$ cat config.mk
export PLATFORM = sky130hd
export DESIGN_NAME = async_rd_stream_port
export DESIGN_NICKNAME = d
export VERILOG_FILES = /design/src/rtl/async_rd_stream_port.sv
export SDC_FILE = /design/constraint.sdc
export NUM_CORES = 1
export LEC_CHECK = 0
export CAP_MARGIN = 20
export CORE_ASPECT_RATIO = 0.6
export CORE_MARGIN = 10
export CORE_UTILIZATION = 49
export DETAILED_ROUTE_END_ITERATION = 6
export HOLD_SLACK_MARGIN = 0.02
export PLACE_DENSITY = 0.79
export SETUP_SLACK_MARGIN = 0.4
export SLEW_MARGIN = 40
export SYNTH_ARGS = -nofsm -noshare
export SYNTH_HDL_FRONTEND = slang
export SYNTH_SLANG_ARGS = --single-unit
$ cat constraint.sdc
create_clock -name rd_clk -period 4.7 [get_ports rd_clk]
set_input_delay 0.94 -clock rd_clk [delete_from_list [all_inputs] [get_ports rd_clk]]
set_output_delay 0.94 -clock rd_clk [all_outputs]
set_load 0.05 [all_outputs]
$ cat src/rtl/async_rd_stream_port.sv
// Read-domain consumer end of an async FIFO: owns the read pointer, synchronises the
// write pointer, issues 1-cycle-latency RAM reads and presents entries as a first-word
// fall-through valid/ready stream through a 2-entry output buffer.
// Define ASYNC_RD_SYNC3_EN for a 3-flop write-pointer synchroniser (default: 2 flops).
module async_rd_stream_port #(
    parameter int unsigned ADDR_SIZE     = 4,
    parameter int unsigned DATA_WIDTH    = 32,
    parameter int unsigned AEMPTY_THRESH = 2
) (
    input  logic                  rd_clk,
    input  logic                  rd_rstn,
    input  logic [ADDR_SIZE:0]    wr_addr_gray,
    output logic [ADDR_SIZE:0]    rd_addr_gray,
    output logic                  mem_rd_en,
    output logic [ADDR_SIZE-1:0]  mem_rd_addr,
    input  logic [DATA_WIDTH-1:0] mem_rd_data,
    output logic                  m_valid,
    output logic [DATA_WIDTH-1:0] m_data,
    input  logic                  m_ready,
    output logic [ADDR_SIZE:0]    rd_level,
    output logic                  almost_empty
);

    localparam int unsigned PW = ADDR_SIZE + 1;
    localparam int unsigned SW = ADDR_SIZE + 2;

    logic [ADDR_SIZE:0] wr_gray_s;
    logic [ADDR_SIZE:0] wr_bin_s;
    logic [ADDR_SIZE:0] rd_bin;
    logic [ADDR_SIZE:0] rd_bin_nxt;
    logic               ptr_empty;
    logic               pop;
    logic               inflight;
    logic [2:0]         credit;
    logic [SW-1:0]      occupancy;

    logic [DATA_WIDTH-1:0] buf_mem [2];
    logic                  buf_head;
    logic                  buf_tail;
    logic [1:0]            buf_cnt;

`ifdef ASYNC_RD_SYNC3_EN
    logic [ADDR_SIZE:0] rsyn1, rsyn2, rsyn3;

    // Three-stage write-pointer synchroniser.
    always_ff @(posedge rd_clk or negedge rd_rstn) begin
        if (!rd_rstn) begin
            rsyn1 <= '0;
            rsyn2 <= '0;
            rsyn3 <= '0;
        end else begin
            rsyn1 <= wr_addr_gray;
            rsyn2 <= rsyn1;
            rsyn3 <= rsyn2;
        end
    end

    assign wr_gray_s = rsyn3;
`else
    logic [ADDR_SIZE:0] rsyn1, rsyn2;

    // Two-stage write-pointer synchroniser.
    always_ff @(posedge rd_clk or negedge rd_rstn) begin
        if (!rd_rstn) begin
            rsyn1 <= '0;
            rsyn2 <= '0;
        end else begin
            rsyn1 <= wr_addr_gray;
            rsyn2 <= rsyn1;
        end
    end

    assign wr_gray_s = rsyn2;
`endif

    // Gray to binary: each binary bit is the XOR of all Gray bits at or above it.
    always_comb begin
        wr_bin_s = '0;
        for (int i = 0; i < PW; i++) begin
            wr_bin_s[i] = ^(wr_gray_s >> i);
        end
    end

    assign ptr_empty = (rd_bin == wr_bin_s);
    assign rd_level  = wr_bin_s - rd_bin;
    assign pop       = m_valid && m_ready;

    // Credit: never issue a read that could find no buffer slot when its data lands.
    always_comb begin
        credit     = {1'b0, buf_cnt} + {2'b00, inflight} - {2'b00, pop};
        mem_rd_en  = !ptr_empty && (credit < 3'd2);
        rd_bin_nxt = rd_bin + PW'(1);
    end

    assign mem_rd_addr = rd_bin[ADDR_SIZE-1:0];

    // Read pointer, its Gray copy for the write domain, and the in-flight read flag.
    always_ff @(posedge rd_clk or negedge rd_rstn) begin
        if (!rd_rstn) begin
            rd_bin       <= '0;
            rd_addr_gray <= '0;
            inflight     <= 1'b0;
        end else begin
            inflight <= mem_rd_en;
            if (mem_rd_en) begin
                rd_bin       <= rd_bin_nxt;
                rd_addr_gray <= rd_bin_nxt ^ (rd_bin_nxt >> 1);
            end
        end
    end

    // Output buffer storage; returning RAM data is written at the tail.
    always_ff @(posedge rd_clk) begin
        if (inflight) begin
            buf_mem[buf_tail] <= mem_rd_data;
        end
    end

    // Output buffer pointers and count; push and pop together leave the count unchanged.
    always_ff @(posedge rd_clk or negedge rd_rstn) begin
        if (!rd_rstn) begin
            buf_head <= 1'b0;
            buf_tail <= 1'b0;
            buf_cnt  <= 2'd0;
        end else begin
            if (inflight) buf_tail <= ~buf_tail;
            if (pop)      buf_head <= ~buf_head;
            buf_cnt <= buf_cnt + {1'b0, inflight} - {1'b0, pop};
        end
    end

    // Stream outputs and almost-empty flag; occupancy counts RAM, buffer and in-flight entries.
    always_comb begin
        m_valid      = (buf_cnt != 2'd0);
        m_data       = buf_mem[buf_head];
        occupancy    = SW'(rd_level) + SW'(buf_cnt) + SW'(inflight);
        almost_empty = (occupancy <= SW'(AEMPTY_THRESH));
    end

endmodule

==> reports/metrics.csv, run 1 <==
stage,metric,value,unit
critical_path,critical path class,reg -> out,
synthesis,Most used DFF post-synth,edfxtp_1,
route,met3 routed WL,602,um
synthesis,Synth Area per Inst,17.20,um^2
route,final antenna-violating net count,0,
route,WL met2,3492,um
synthesis,main area contributors after synthesis,"edfxtp_1 54%, dfrtp_1 17%, mux2_2 10%",
synthesis,Netlist cell types,28,
critical_path,data required time of the critical path,3760,ps
critical_path,Max Fanout on Critical Path,2,
timing,Slew Limit Fails,0,
synthesis,sequential area share after synthesis,70.86,%
route,DR vias,1962,
critical_path,"Slowest-stage cell, CP",fa_2,
route,vias per cell,4.881,
route,drt total wl,7092,um
critical_path,CP top delay family,adder cells,
critical_path,Bufs and invs on worst path,1,
timing,final hold violation count,0,
floorplanning,IO Pins,89,
worst_hold_path,hold_sp,rsyn1[0]$_DFF_PN0_,
synthesis,Mapped Nets,259,
floorplanning,die area,11190,um^2
finish,Finished Cell Area,4969,um^2
floorplanning,num rows,23,
floorplanning,Initial Utilization,51.97,%
finish,Final nets,362,
finish,Layout fillers,454,
clocking,CTS tree,yes,
place,placed instance area,4606,um^2
synthesis,top-count cell post-synth,edfxtp_1,
critical_path,Worst Path Arrival,3350,ps
route,DR pass1 iterations,4,
clocking,worst skew pair latency,320,ps
floorplanning,CORE AREA,6849,um^2
finish,n_diodes,0,
place,Post-DP HPWL,5174,um
global_route,vias in the first global route,2158,
clocking,Bufs on Longest Clock Path,2,
timing,setup TNS,0,ps
worst_hold_path,Hold WC Path Type,reg -> reg,
critical_path,CP Cell Sequence,xor2_2 > xor2_2 > xnor2_2 > xor2_1 > ha_2 > fa_2 > fa_2 > a211oi_2 > mux2i_2 > a2111oi_4 > buf_6,
clocking,root buffer cell,clkbuf_16,
synthesis,Yosys reg bits,88,
clocking,clk slew on worst S/H paths,60,ps
place,Final GP Congestion,0.8557,
clocking,# hold bufs at CTS,0,
timing,final cycle utilization of the critical path,91.18,%
critical_path,Critical Path Max Stage Delay,470,ps
synthesis,synth cell count leaders,"64 x edfxtp_1, 33 x mux2_2, 24 x dfrtp_1, 15 x inv_1, 11 x xnor2_1",
route,M1 WL,2899,um
clocking,H-Tree Depth,3,
global_route,largest net degree at the start of global routing,34,
critical_path,critical path capture point type,primary output,
place,I/O Buffers,88,
timing,Rel. slew slack,63.81,%
route,DR WL/cell,17.64,um
clocking,TritonCTS Sinks,88,
timing,Tmin final,4285,ps
synthesis,Post-synth EDFFs,64,
synthesis,Synth async-reset ratio,27.27,%
global_route,GRT Overall Usage,13.23,%
global_route,first-pass GRT wire length,11180,um
route,drt first-iter violations,107,
route,Residual DRC,0,
critical_path,Worst R2R Start,buf_cnt[1]$_DFF_PN0_,
timing,final setup fails,0,
critical_path,Setup crit start,rsyn2[4]$_DFF_PN0_,
floorplanning,Die X,130.0,um
global_route,initial antenna violation count,0,
timing,Worst-Margin Slew,542.9,ps
floorplanning,die outline height,86.02,um
route,top layer in use,met4,
synthesis,cell area after synthesis,3560,um^2
finish,share of layout cells above drive strength 1,23.81,%
finish,area delta synth->final,39.58,%
synthesis,largest area contributor in the netlist,edfxtp_1,
timing,RSZ-0062 raised after global routing,true,
timing,Max Clock Freq,0.2334,GHz
synthesis,Mapped Cells,207,
synthesis,share of Yosys cell area claimed by the top area cell type,53.99,%
finish,Post-Route Utilization,72.54,%
run_status,status,completed,
global_route,GRT overflow,0,
timing,Fin Hold WS,346.8,ps
synthesis,Syn. warnings,0,
critical_path,critical path startpoint category,register,
job,maximum capacitance violations,0,
clocking,TritonCTS Buffers,9,
timing,Clock Skew,3.383,ps
metrics by stage:
step	std cells	worst slack, ps
floorplan	207	322.5
global placement	380	638.7
detailed placement	381	496.4
CTS	400	400.4
global route	402	219.7
finish	402	414.6
layout by cell type (no fill, tap or decap), drive strengths merged, types with 2 or more instances in the layout:
cell and n:
clkdlybuf4s50 84, edfxtp 64, mux2 33, dfrtp 24, inv 15, clkbuf 13, xnor2 12, buf 12
xor2 9, nand2 8, ha 8, o21ai 5, nor2 4, fa 4, a21oi 2, and2 2
nand4 2
sequential cells by signal, indices dropped and copies added (netlist names):
name	flops
buf_cnt	2
rd_bin	4
buf_head	1
buf_mem	64
buf_tail	1
inflight	1
rsyn1	5
rsyn2	5
rd_addr_gray	5
layout make-up:
class                           count  area [um^2]  area share [%]
Sequential cell                    88         2522           50.77
Inverter                           15        56.30           1.133
Timing Repair Buffer               97        973.4           19.59
Clock inverter                      3        41.29          0.8310
Clock buffer                       13        250.2           5.037
Multi-Input combinational cell     99         1016           20.45
Tap cell                           87        108.9           2.191
worst paths after layout:
check	end	slack (ps)	cells past startpoint
setup / recovery	almost_empty	410	11
hold / removal	rsyn2[0]$_DFF_PN0_	350	0
min in group asynchronous	rsyn1[4]$_DFF_PN0_	590	1
setup reg to reg	rd_bin[1]$_DFFE_PN0P_	1940	12
hold reg to reg	rsyn2[0]$_DFF_PN0_	350	0
max in group asynchronous	rd_addr_gray[4]$_DFFE_PN0P_	3740	1
layer usage:
metal | track usage [%] | vias to the layer above
met5 | 0 | -
met4 | 4.065 | 0
met3 | 6.761 | 9
met2 | 21.51 | 60
met1 | 14.92 | 944
li1 | - | 949
kinds of logic (layout without fill, tap and decap cells):
kind of cell	after synthesis	count (layout)	synth area share, %
flops	88	88	70.86
mux	34	34	10.72
xor+xnor	21	21	5.800
simple gates	20	20	2.812
buf+inv	20	128	2.249
fa+ha+maj	12	12	5.062
compound gates	12	12	2.495
what timing repair did:
| action | 4_1_cts | 5_1_grt |
|---|---|---|
| setup buffers | 3 | 2 |
| resized for setup | 4 | 7 |
| setup endpoints to repair | 2 | 2 |
| pin swaps | 5 | 6 |
Power of run 1 is left out: the tool's default activity adds up to more than one toggle a clock period on the data nets, which glitch-free logic cannot reach.
==> inputs of run 2 (changes only) <==
- CORE_ASPECT_RATIO: 0.6 -> not set
==> reports/metrics.csv, run 2 (synthesis gave the netlist of run 1 again) <==
stage,metric,value,unit
worst_hold_path,Hold WC Path Type,reg -> reg,
timing,final cycle utilization of the critical path,92.21,%
route,DR vias,2035,
timing,final setup fails,0,
floorplanning,die area,11070,um^2
critical_path,critical path capture point type,primary output,
route,Residual DRC,0,
critical_path,CP top delay family,adder cells,
global_route,vias in the first global route,2161,
clocking,worst skew pair latency,350,ps
floorplanning,CORE AREA,7176,um^2
clocking,clk slew on worst S/H paths,90,ps
finish,Register Area,2522,um^2
global_route,largest net degree at the start of global routing,33,
critical_path,CP Cell Sequence,xor2_2 > xor2_2 > xnor2_2 > xor2_1 > ha_2 > fa_1 > fa_2 > inv_1 > a2111oi_4 > clkbuf_16,
place,Post-Place Cells,393,
timing,Slew Limit Fails,0,
route,M1 WL,2772,um
timing,Tmin final,4334,ps
floorplanning,Initial Utilization,49.61,%
finish,n_diodes,0,
route,final antenna-violating net count,0,
global_route,first-pass GRT wire length,11390,um
timing,Worst-Margin Slew,569.4,ps
finish,max reg flops,64,
clocking,H-Tree Depth,3,
critical_path,data required time of the critical path,3760,ps
timing,Fin Hold WS,349.2,ps
global_route,GRT Overall Usage,13.10,%
route,DR WL/cell,17.34,um
clocking,Bufs on Longest Clock Path,2,
finish,Layout fillers,525,
finish,"commonest non-fill, non-tap cell in the layout",clkdlybuf4s50_1,
timing,final hold violation count,0,
critical_path,Critical Path Max Stage Delay,540,ps
place,I/O Buffers,88,
clocking,TritonCTS Sinks,88,
finish,Biggest register,buf_mem,
clocking,root buffer cell,clkbuf_8,
route,met3 routed WL,400,um
global_route,initial antenna violation count,0,
finish,area occupied by multi-input gates,997.2,um^2
finish,Final Non-Filler Cells,415,
place,Final GP Congestion,0.7549,
finish,share of layout cells above drive strength 1,24.68,%
floorplanning,die outline height,105.2,um
timing,RSZ-0062 raised after global routing,true,
place,placed instance area,4621,um^2
floorplanning,Die X,105.2,um
finish,most frequent cells in the layout,"83 x clkdlybuf4s50_1, 64 x edfxtp_1, 33 x mux2_2",
route,DR pass1 iterations,4,
clocking,CTS tree,yes,
critical_path,critical path class,reg -> out,
finish,Final nets,363,
timing,Rel. slew slack,61.96,%
clocking,TritonCTS Buffers,9,
critical_path,critical path startpoint category,register,
route,drt total wl,7196,um
route,drt first-iter violations,66,
job,maximum capacitance violations,0,
critical_path,Bufs and invs on worst path,2,
timing,Clock Skew,11.34,ps
timing,setup TNS,0,ps
route,vias per cell,4.904,
route,top layer in use,met4,
finish,Finished Cell Area,4882,um^2
critical_path,Critical Path Most Common Cell,xor2_2,
critical_path,Max Fanout on Critical Path,2,
floorplanning,IO Pins,89,
timing,Max Clock Freq,0.2307,GHz
place,Post-DP HPWL,5160,um
global_route,GRT overflow,0,
finish,area delta synth->final,37.15,%
floorplanning,num rows,31,
critical_path,"Slowest-stage cell, CP",fa_2,
critical_path,Worst Path Arrival,3390,ps
route,WL met2,3901,um
run_status,status,completed,
run 2: path summary, 6_finish.rpt:
check | depth (start not counted) | endpoint | slack [ps] | from
worst max-delay path | 10 | almost_empty | 370 | rsyn2[4]$_DFF_PN0_
worst min-delay path | 0 | rsyn2[2]$_DFF_PN0_ | 350 | rsyn1[2]$_DFF_PN0_
worst max register to register | 13 | rd_addr_gray[4]$_DFFE_PN0P_ | 1940 | buf_cnt[1]$_DFF_PN0_
worst min register to register | 0 | rsyn2[2]$_DFF_PN0_ | 350 | rsyn1[2]$_DFF_PN0_
max in group asynchronous | 1 | buf_head$_DFFE_PN0P_ | 3780 | rd_rstn
min in group asynchronous | 1 | rd_addr_gray[0]$_DFFE_PN0P_ | 560 | rd_rstn
run 2: cell type report:
type,count,area share [%]
Clock inverter,7,1.589
Tap cell,99,2.537
Timing Repair Buffer,98,20.09
Multi-Input combinational cell,99,20.43
Clock buffer,9,2.537
Sequential cell,88,51.67
Inverter,15,1.153
run 2: layer usage:
metal  up-vias  global-route usage, %
met5         -                      0
li1        955                      -
met1      1022                  13.87
met4         0                  6.471
met3         9                  4.019
met2        49                  23.16
run 2: through the flow:
step / setup slack [ps] / util (%)
floorplan: 322.5 / -
global placement: 626.6 / 64.25
detailed placement: 534.5 / 64.39
CTS: 265.4 / 67.67
global route: 152.1 / 68.04
finish: 366.2 / 68.04
run 2: repair_timing:
action / in CTS / in global routing
gates resized for setup: 6 / 5
setup buffers: 3 / 3
hold buffers: 0 / 0
pin swaps: 8 / 6
endpoints found under the setup margin: 2 / 4
Power of run 2 is left out for the same reason.
